--- src/rtl/simon_pkg.sv ---
// Shared types for the Sly-Man-Says round controller: FSM states and colours.
package simon_pkg;

    typedef enum logic [2:0] {
        IDLE     = 3'd0,
        ADD      = 3'd1,
        SHOW_ON  = 3'd2,
        SHOW_OFF = 3'd3,
        WAIT_IN  = 3'd4,
        LOSE     = 3'd5,
        WIN      = 3'd6
    } simon_state_t;

    typedef logic [1:0] color_t;

    localparam color_t RED    = 2'd0;
    localparam color_t GREEN  = 2'd1;
    localparam color_t BLUE   = 2'd2;
    localparam color_t YELLOW = 2'd3;

    // Larger of two integers, used to size the shared phase timer.
    function automatic int max_int(input int a, input int b);
        return (a > b) ? a : b;
    endfunction

endpackage

--- src/rtl/simon_sequencer_phase_timer.sv ---
// Phase timer for playback: counts cycles from 0 and pulses done on the
// last cycle of a phase, wrapping to 0 so the next phase starts cleanly.
module phase_timer #(
    parameter int WIDTH = 8
) (
    input  logic             clk,
    input  logic             reset,
    input  logic             load,
    input  logic [WIDTH-1:0] limit,
    output logic             done
);

    logic [WIDTH-1:0] count;

    // The phase ends in the cycle where count reaches limit-1, so a phase lasts exactly limit cycles.
    assign done = !load && (count == (limit - 1'b1));

    // Clear on load or at phase end, otherwise count up.
    always_ff @(posedge clk or posedge reset) begin
        // NOTE: sequential state uses non-blocking assignments so every register samples pre-edge values.
        if (reset) begin
            count <= '0;
        end else if (load || done) begin
            count <= '0;
        end else begin
            count <= count + 1'b1;
        end
    end

endmodule

--- src/rtl/simon_sequencer.sv ---
// Game-round controller: grows a random colour sequence one step per round,
// plays it on the LED driver, then checks the player's presses against it.
module simon_sequencer
    import simon_pkg::*;
#(
    parameter int MAX_LEN    = 16,
    parameter int ON_CYCLES  = 25_000_000,
    parameter int OFF_CYCLES = 12_500_000
) (
    input  logic                         clk,
    input  logic                         reset,
    input  logic                         start,
    input  logic [31:0]                  random_num,
    input  logic                         btn_valid,
    input  logic [1:0]                   btn_color,
    output logic                         led_en,
    output logic [1:0]                   led_color,
    output logic                         input_ready,
    output logic [$clog2(MAX_LEN+1)-1:0] level,
    output logic                         game_over,
    output logic                         win
);

    localparam int LW = $clog2(MAX_LEN + 1);
    localparam int TW = $clog2(max_int(ON_CYCLES, OFF_CYCLES) + 1);

    localparam logic [TW-1:0] ON_LIMIT  = TW'(ON_CYCLES);
    localparam logic [TW-1:0] OFF_LIMIT = TW'(OFF_CYCLES);
    localparam logic [LW-1:0] FULL_LEN  = LW'(MAX_LEN);

    simon_state_t    state;
    logic [LW-1:0]   len;
    logic [LW-1:0]   idx;
    logic [LW-1:0]   last_idx;
    logic            timer_load;
    logic [TW-1:0]   timer_limit;
    logic            timer_done;
    color_t          new_color;
    color_t          cur_color;
    logic            unused_random;

    // Sized to the full index range so len/idx select it without truncation;
    // entries at or beyond len are never read.
    color_t seq [2**LW];

    assign new_color     = random_num[1:0];
    assign unused_random = ^random_num[31:2];
    assign last_idx      = len - 1'b1;
    assign cur_color     = seq[idx];

    // The timer only runs during playback; it is held at 0 elsewhere so
    // the first lit phase after ADD starts from a fresh count.
    assign timer_load  = (state != SHOW_ON) && (state != SHOW_OFF);
    assign timer_limit = (state == SHOW_ON) ? ON_LIMIT : OFF_LIMIT;

    phase_timer #(
        .WIDTH (TW)
    ) u_phase_timer (
        .clk   (clk),
        .reset (reset),
        .load  (timer_load),
        .limit (timer_limit),
        .done  (timer_done)
    );

    // Append the sampled colour while in ADD.
    always_ff @(posedge clk) begin
        // NOTE: the sequence store has no reset; a new game overwrites it in order before any entry is read.
        if (state == ADD) begin
            seq[len] <= new_color;
        end
    end

    // Round control: grow, play back, and check the sequence.
    always_ff @(posedge clk or posedge reset) begin
        if (reset) begin
            state <= IDLE;
            len   <= '0;
            idx   <= '0;
        end else begin
            case (state)
                IDLE, LOSE, WIN: begin
                    if (start) begin
                        len   <= '0;
                        state <= ADD;
                    end
                end
                ADD: begin
                    len   <= len + 1'b1;
                    idx   <= '0;
                    state <= SHOW_ON;
                end
                SHOW_ON: begin
                    if (timer_done) begin
                        state <= SHOW_OFF;
                    end
                end
                SHOW_OFF: begin
                    if (timer_done) begin
                        if (idx == last_idx) begin
                            idx   <= '0;
                            state <= WAIT_IN;
                        end else begin
                            idx   <= idx + 1'b1;
                            state <= SHOW_ON;
                        end
                    end
                end
                WAIT_IN: begin
                    if (btn_valid) begin
                        if (btn_color != cur_color) begin
                            state <= LOSE;
                        end else if (idx != last_idx) begin
                            idx <= idx + 1'b1;
                        end else if (len == FULL_LEN) begin
                            state <= WIN;
                        end else begin
                            state <= ADD;
                        end
                    end
                end
                default: begin
                    state <= IDLE;
                end
            endcase
        end
    end

    // Outputs decode the state register only, so reset clears them at once
    // and no input reaches an output combinationally.
    assign led_en      = (state == SHOW_ON);
    assign led_color   = led_en ? cur_color : RED;
    assign input_ready = (state == WAIT_IN);
    assign game_over   = (state == LOSE);
    assign win         = (state == WIN);
    assign level       = len;

endmodule

--- config.mk ---
export PLATFORM = sky130hd
export DESIGN_NAME = simon_sequencer
export DESIGN_NICKNAME = d
export VERILOG_FILES = /design/src/rtl/simon_pkg.sv /design/src/rtl/simon_sequencer_phase_timer.sv /design/src/rtl/simon_sequencer.sv
export SDC_FILE = /design/constraint.sdc
export NUM_CORES = 1
export LEC_CHECK = 0
export ABC_AREA = 1
export CAP_MARGIN = 20
export CELL_PAD_IN_SITES_DETAIL_PLACEMENT = 1
export CELL_PAD_IN_SITES_GLOBAL_PLACEMENT = 2
export CORE_MARGIN = 5
export CORE_UTILIZATION = 38
export DETAILED_ROUTE_END_ITERATION = 8
export HOLD_SLACK_MARGIN = 0.12
export PLACE_DENSITY = 0.87
export SKIP_LAST_GASP = 1
export SYNTH_ARGS = -nofsm -noshare
export SYNTH_HDL_FRONTEND = slang
export SYNTH_HIERARCHICAL = 1
export SYNTH_SLANG_ARGS = --single-unit
export TNS_END_PERCENT = 1
--- constraint.sdc ---
create_clock -name clk -period 9.81 [get_ports clk]
set_clock_uncertainty 0.2 [all_clocks]
set_input_delay 1.4715 -clock clk [delete_from_list [all_inputs] [get_ports clk]]
set_output_delay 1.4715 -clock clk [all_outputs]
set_load 0.01 [all_outputs]
==> results of run 1 <==
-- cells by family (layout without fill, tap and decap cells) --
logic type	count (synthesis)	count (layout)
AOI/OAI and AO/OA	32	32
xor gates and xnor gates	54	54
adders and majority gates	7	7
buffers and inverters	84	105
DFF	102	102
other	2	45
and+or+nand+nor	490	490
-- per-layer routing --
metal	global-route usage	vias up
li1	-	2576
met1	0.1974	2596
met4	0.05200	0
met3	0.02141	22
met5	0	-
met2	0.3497	78
-- final timing paths --
check	startpoint	end	slack, ns
hold / removal	state[2]	state[2]	0.37
max in group asynchronous	reset	level[4]	7.73
setup reg to reg	state[2]	idx[1]	5.70
min in group asynchronous	reset	u_phase_timer/count[24]	1.13
setup / recovery	idx[1]	led_color[0]	5.32
hold reg to reg	state[2]	state[2]	0.37
-- final cells by class --
| cell class | instances | area (um^2) |
|---|---|---|
| clock inverter | 7 | 88.84 |
| multi-input combinational | 628 | 3153 |
| sequential | 102 | 2873 |
| tap | 220 | 275.3 |
| clock buffer | 9 | 225.2 |
| timing repair buffer | 23 | 277.8 |
| inverter | 66 | 252.7 |
| fill | 1973 | 9261 |
-- state kept, by name, summed over array words and instances, names as in the netlist --
signal / count
seq: 64
state: 3
level: 5
u_phase_timer/count: 25
idx: 5
-- power breakdown --
part           switching [uW]  total (uW)  internal, uW
Clock                     185         369           184
Combinational             362         543           181
Sequential               54.9         541           487
-- through the flow --
step	utilization	power (uW)	instances	worst slack (ns)	hold WS [ns]
floorplan	-	943.4	814	5.936	0.3044
global placement	0.4113	1070	1036	5.696	0.3328
detailed placement	0.4113	1092	1036	5.591	0.3580
CTS	0.4305	1465	1052	5.293	0.3769
global route	0.4355	1552	1055	5.103	0.4327
finish	0.4355	1453	1055	5.317	0.3740
-- cells in the final DEF (no fill, tap or decap), types with 9 or more instances in the layout --
| cell type | count |
|---|---|
| nand4_1 | 23 |
| conb_1 | 45 |
| clkbuf_16 | 9 |
| a21oi_1 | 16 |
| nand3_1 | 61 |
| clkdlybuf4s50_1 | 18 |
| nand2_1 | 233 |
| nand2_2 | 12 |
| edfxtp_1 | 64 |
| nand3b_1 | 9 |
| xnor2_1 | 25 |
| inv_1 | 59 |
| dfrtp_1 | 38 |
| xor2_1 | 28 |
| nor2_1 | 118 |
-- critical path, cell delays in order, from the launching register on --
cell and delay [ns]:
dfrtp_1 0.82, nand2_1 0.21, inv_1 0.27, nand2_1 0.10
nand3_1 0.14, nand3_2 0.12, a21oi_1 0.22, clkdlybuf4s50_1 0.59
==> metrics.cfg, run 1 <==
[critical_path]
critPathLaunchType = register
rr_worst_depth = 21
critPathMaxFanout = 14
arrival_ns = 2.82
endpoint_kind = output pin
critPathKind = register to output pin
cp_data_required_time_ns = 8.14

[min_path]
hp-class = register to register
whs_path_depth = 2

[synthesis]
netlist_area_um2 = 6267
synth_xor_area_frac = 0.07666
synthTopCellsByArea = edfxtp_1 31%, dfrtp_1 15%, nand2_1 14%
ys_warn_count = 6
synthAdderAreaFrac = 0.01397
synth_cell_types = 43
syn_area_per_cell_um2 = 8.129
synth_edf_count = 64
synth.most_common_cell = nand2_1
yosys.area_share.simple = 0.3522
yosys-top-cells-count = 233 x nand2_1, 118 x nor2_1, 64 x edfxtp_1
synth_compound_area_frac = 0.03334
yosysTopAreaCell = edfxtp_1
synth_top_family_by_area = simple AND/OR/NAND/NOR gates
synthCells = 771
postSynth.asyncResetShare = 0.3725
yosysTopAreaCellShare = 0.3066
synth.ff_latch_count = 102
synth_mux_area_frac = 0
seq_area_frac_synth = 0.4584
synth_flop_cell = edfxtp_1

[timing]
finalSetupTns_ns = 0
finalCriticalPeriod_ns = 4.493
tightestPinTransition_ns = 0.8615
setup_viol = 0
rsz0062_at_grt = no
maxSlewViolCount = 0
slew_headroom = 0.4213
finalHoldViolCount = 0
fmax_ghz = 0.2226
finalCritPeriodShare = 0.4580

[power]
power.leakage_uw = 0.002942
powerDensity_nw_per_um2 = 203.3
ir_worst_vdd_mv = 0.1250

[floorplan]
die_w_um = 138.4
core_area_um2 = 16410
num_rows = 47
io_pins = 49
dieArea_um2 = 19160
start_util = 0.3820
dieHeight_um = 138.4

[routing]
ant_nets = 0
wl_per_cell_um = 15.78
drt_iter0_drc = 212
via_per_inst = 4.997
routed.top_layer = met4
first_pass_iters = 4
dr_wl_met2_um = 9240
routedLengthMet1_um = 6685
wl_um = 16640
drc_errors = 0
dr_wl_met3_um = 439
vias = 5272

[place]
gp_congestion = 0.8415
io_buffers = 18
place_area_um2 = 6749
dpl.hpwl_um = 12420

[clocking]
cts_resized = 0
clock_latency_ns = 0.36
cts_tree = done
cts_max_path_buffers = 2
postCtsHoldBufs = 0
clock-sinks = 102
clkSlewWorstSetupHoldPaths_ns = 0.08
cts_buffers = 9
root_buffer = clkbuf_16
post-cts-setup-buffer-count = 0
htreeDepth = 3

[layout]
syn2layout_area_growth_pct = 14.01
design_area_um2 = 7146
final_nets = 875
drive_above_1_share = 0.07904
antenna_cells = 0

[grt]
grt_pass1_vias = 5706
antenna_found_initial = 0
grt_remaining_overflow = 0
grt_first_pass_wirelength_um = 27740
grt_use_total = 0.1772
grt_max_degree = 38

[status]
outcome = complete, no violations

[run]
cap_viol_max_count = 0

Power figures use the tool's default switching activity.
==> run 2, diff against run 1 <==
--- a/config.mk
+++ b/config.mk
@@ -10,10 +10,10 @@
 export CELL_PAD_IN_SITES_DETAIL_PLACEMENT = 1
 export CELL_PAD_IN_SITES_GLOBAL_PLACEMENT = 2
 export CORE_MARGIN = 5
-export CORE_UTILIZATION = 38
+export CORE_UTILIZATION = 36
 export DETAILED_ROUTE_END_ITERATION = 8
 export HOLD_SLACK_MARGIN = 0.12
-export PLACE_DENSITY = 0.87
+export PLACE_DENSITY = 0.83
 export SKIP_LAST_GASP = 1
 export SYNTH_ARGS = -nofsm -noshare
 export SYNTH_HDL_FRONTEND = slang
==> constraint.sdc (replaced) <==
create_clock -name clk -period 4.32 [get_ports clk]
set_clock_uncertainty 0.2 [all_clocks]
set_input_delay 0.648 -clock clk [delete_from_list [all_inputs] [get_ports clk]]
set_output_delay 0.648 -clock clk [all_outputs]
set_load 0.01 [all_outputs]
==> run 2 against run 1 <==
Against the previous run:
- global-route usage decreased by 0.44 points
- clock-buffer cell count unchanged
- sequential power increased by 130%
- power increased by 130%
==> metrics.cfg, run 2 (synthesis gave the netlist of run 1 again) <==
[routing]
routedLengthMet1_um = 7856  ; +18%
dr_wl_met3_um = 403  ; -8.2%
first_pass_iters = 4  ; unchanged
via_per_inst = 4.876  ; -2.4%
wl_per_cell_um = 15.65  ; -0.78%
drt_iter0_drc = 200  ; -5.7%
vias = 5164  ; -2.0%
wl_um = 16580  ; -0.41%
routed.top_layer = met4
drc_errors = 0  ; unchanged
dr_wl_met2_um = 8059  ; -13%
ant_nets = 0  ; unchanged

[critical_path]
cp_data_required_time_ns = 3.47  ; -4.67 ns
critPathKind = register to output pin
endpoint_kind = output pin
critPathMaxFanout = 34  ; +20
arrival_ns = 3.06  ; +0.24 ns
critPathLaunchType = register
rr_worst_depth = 20  ; -4.8%

[power]
finalPower_uw = 3303  ; +130%
ir_worst_vdd_mv = 0.2376  ; +90%
power.leakage_uw = 0.002932  ; -0.31%
powerDensity_nw_per_um2 = 463.7  ; +130%

[run]
cap_viol_max_count = 0  ; unchanged

[clocking]
root_buffer = clkbuf_16
cts_max_path_buffers = 2  ; unchanged
clock_latency_ns = 0.36  ; about the same
cts_resized = 0  ; unchanged
clock-sinks = 102  ; unchanged
postCtsHoldBufs = 0  ; unchanged
post-cts-setup-buffer-count = 0  ; unchanged
htreeDepth = 3  ; unchanged
clkSlewWorstSetupHoldPaths_ns = 0.07  ; about the same
cts_tree = done
cts_buffers = 9  ; unchanged

[layout]
antenna_cells = 0  ; unchanged
drive_above_1_share = 0.07794  ; -0.001104
reg_top3 = seq: 64 flops, u_phase_timer/count: 25 flops
final_nets = 876  ; +0.11%
top_register = seq
post-route-util = 0.4147  ; -0.02082
final_common_cell = nand2_1
layout_common_cells = 233 x nand2_1, 118 x nor2_1, 64 x edfxtp_1
syn2layout_area_growth_pct = 13.66
largest_reg_flops = 64  ; unchanged
nFillCells = 2112  ; +7.0%

[floorplan]
dieHeight_um = 141.9  ; +2.5%
start_util = 0.3649  ; -0.01711
io_pins = 49  ; unchanged
num_rows = 48  ; +2.1%
dieArea_um2 = 20150  ; +5.2%
core_area_um2 = 17180  ; +4.7%
die_w_um = 141.9  ; +2.5%

[timing]
setup_viol = 0  ; unchanged
rsz0062_at_grt = no
finalCritPeriodShare = 0.9057
fmax_ghz = 0.2556
finalSetupTns_ns = 0  ; unchanged
tightestPinTransition_ns = 1.080  ; +0.2190 ns
finalCriticalPeriod_ns = 3.913
maxSlewViolCount = 0  ; unchanged
slew_headroom = 0.2797  ; -0.1416
hold_slack_ns = 0.3742  ; +0.0002240 ns
finalHoldViolCount = 0  ; unchanged

[grt]
antenna_found_initial = 0  ; unchanged
grt_max_degree = 35  ; -7.9%
grt_remaining_overflow = 0  ; unchanged
grt_use_total = 0.1728  ; -0.004412
grt_pass1_vias = 5403  ; -5.3%
grt_first_pass_wirelength_um = 27650  ; -0.35%

[status]
outcome = complete, no violations

[place]
gp_congestion = 0.8211  ; -2.4%
dpl.hpwl_um = 12210  ; -1.7%
io_buffers = 18  ; unchanged

[min_path]
hp-class = register to register
whs_path_depth = 2  ; unchanged

-- run 2: per-stage QoR --
| stage | worst slack (ns) | instance area (um^2) | std cells |
|---|---|---|---|
| finish | 0.4075 | 7123 | 1059 |
| global route | 0.2536 | 7123 | 1059 |
| CTS | 0.3795 | 7056 | 1056 |
| detailed placement | 0.6974 | 6763 | 1042 |
| global placement | 0.8010 | 6763 | 1042 |
| floorplan | 0.4456 | 6429 | 814 |
-- run 2: path summary, 6_finish.rpt --
kind / from / to / slack, ns
max: idx[0] / led_color[0] / 0.41
min: state[2] / state[2] / 0.37
min in group asynchronous: reset / u_phase_timer/count[12] / 0.46
max in group asynchronous: reset / u_phase_timer/count[14] / 3.01
max reg2reg: state[2] / idx[0] / 0.70
min reg2reg: state[2] / state[2] / 0.37
-- run 2: critical path, cell delays in order (launching register included) --
cell	delay, ns
dfrtp_1	0.78
inv_6	0.46
nand2_1	0.12
nand3_1	0.11
nand3_1	0.10
nand3_1	0.13
nand3_2	0.13
a21oi_1	0.26
clkdlybuf4s50_1	0.60
-- run 2: routing by layer --
layer	vias up	global-route usage
met4	0	0.05253
met2	50	0.2908
met3	17	0.02319
met5	-	0
li1	2581	-
met1	2516	0.2332
-- run 2: layout make-up --
type                       instances  area (um^2)  area share
multi-input combinational        628         3153      0.4426
clock buffer                       9        225.2     0.03162
sequential                       102         2873      0.4033
inverter                          66        252.7     0.03548
clock inverter                     5        67.56    0.009485
timing repair buffer              24        270.3     0.03794
tap                              225        281.5     0.03952
-- run 2: where the power goes --
group	internal (uW)	switching, uW
logic	416	813
registers	1100	142
clock network	452	374
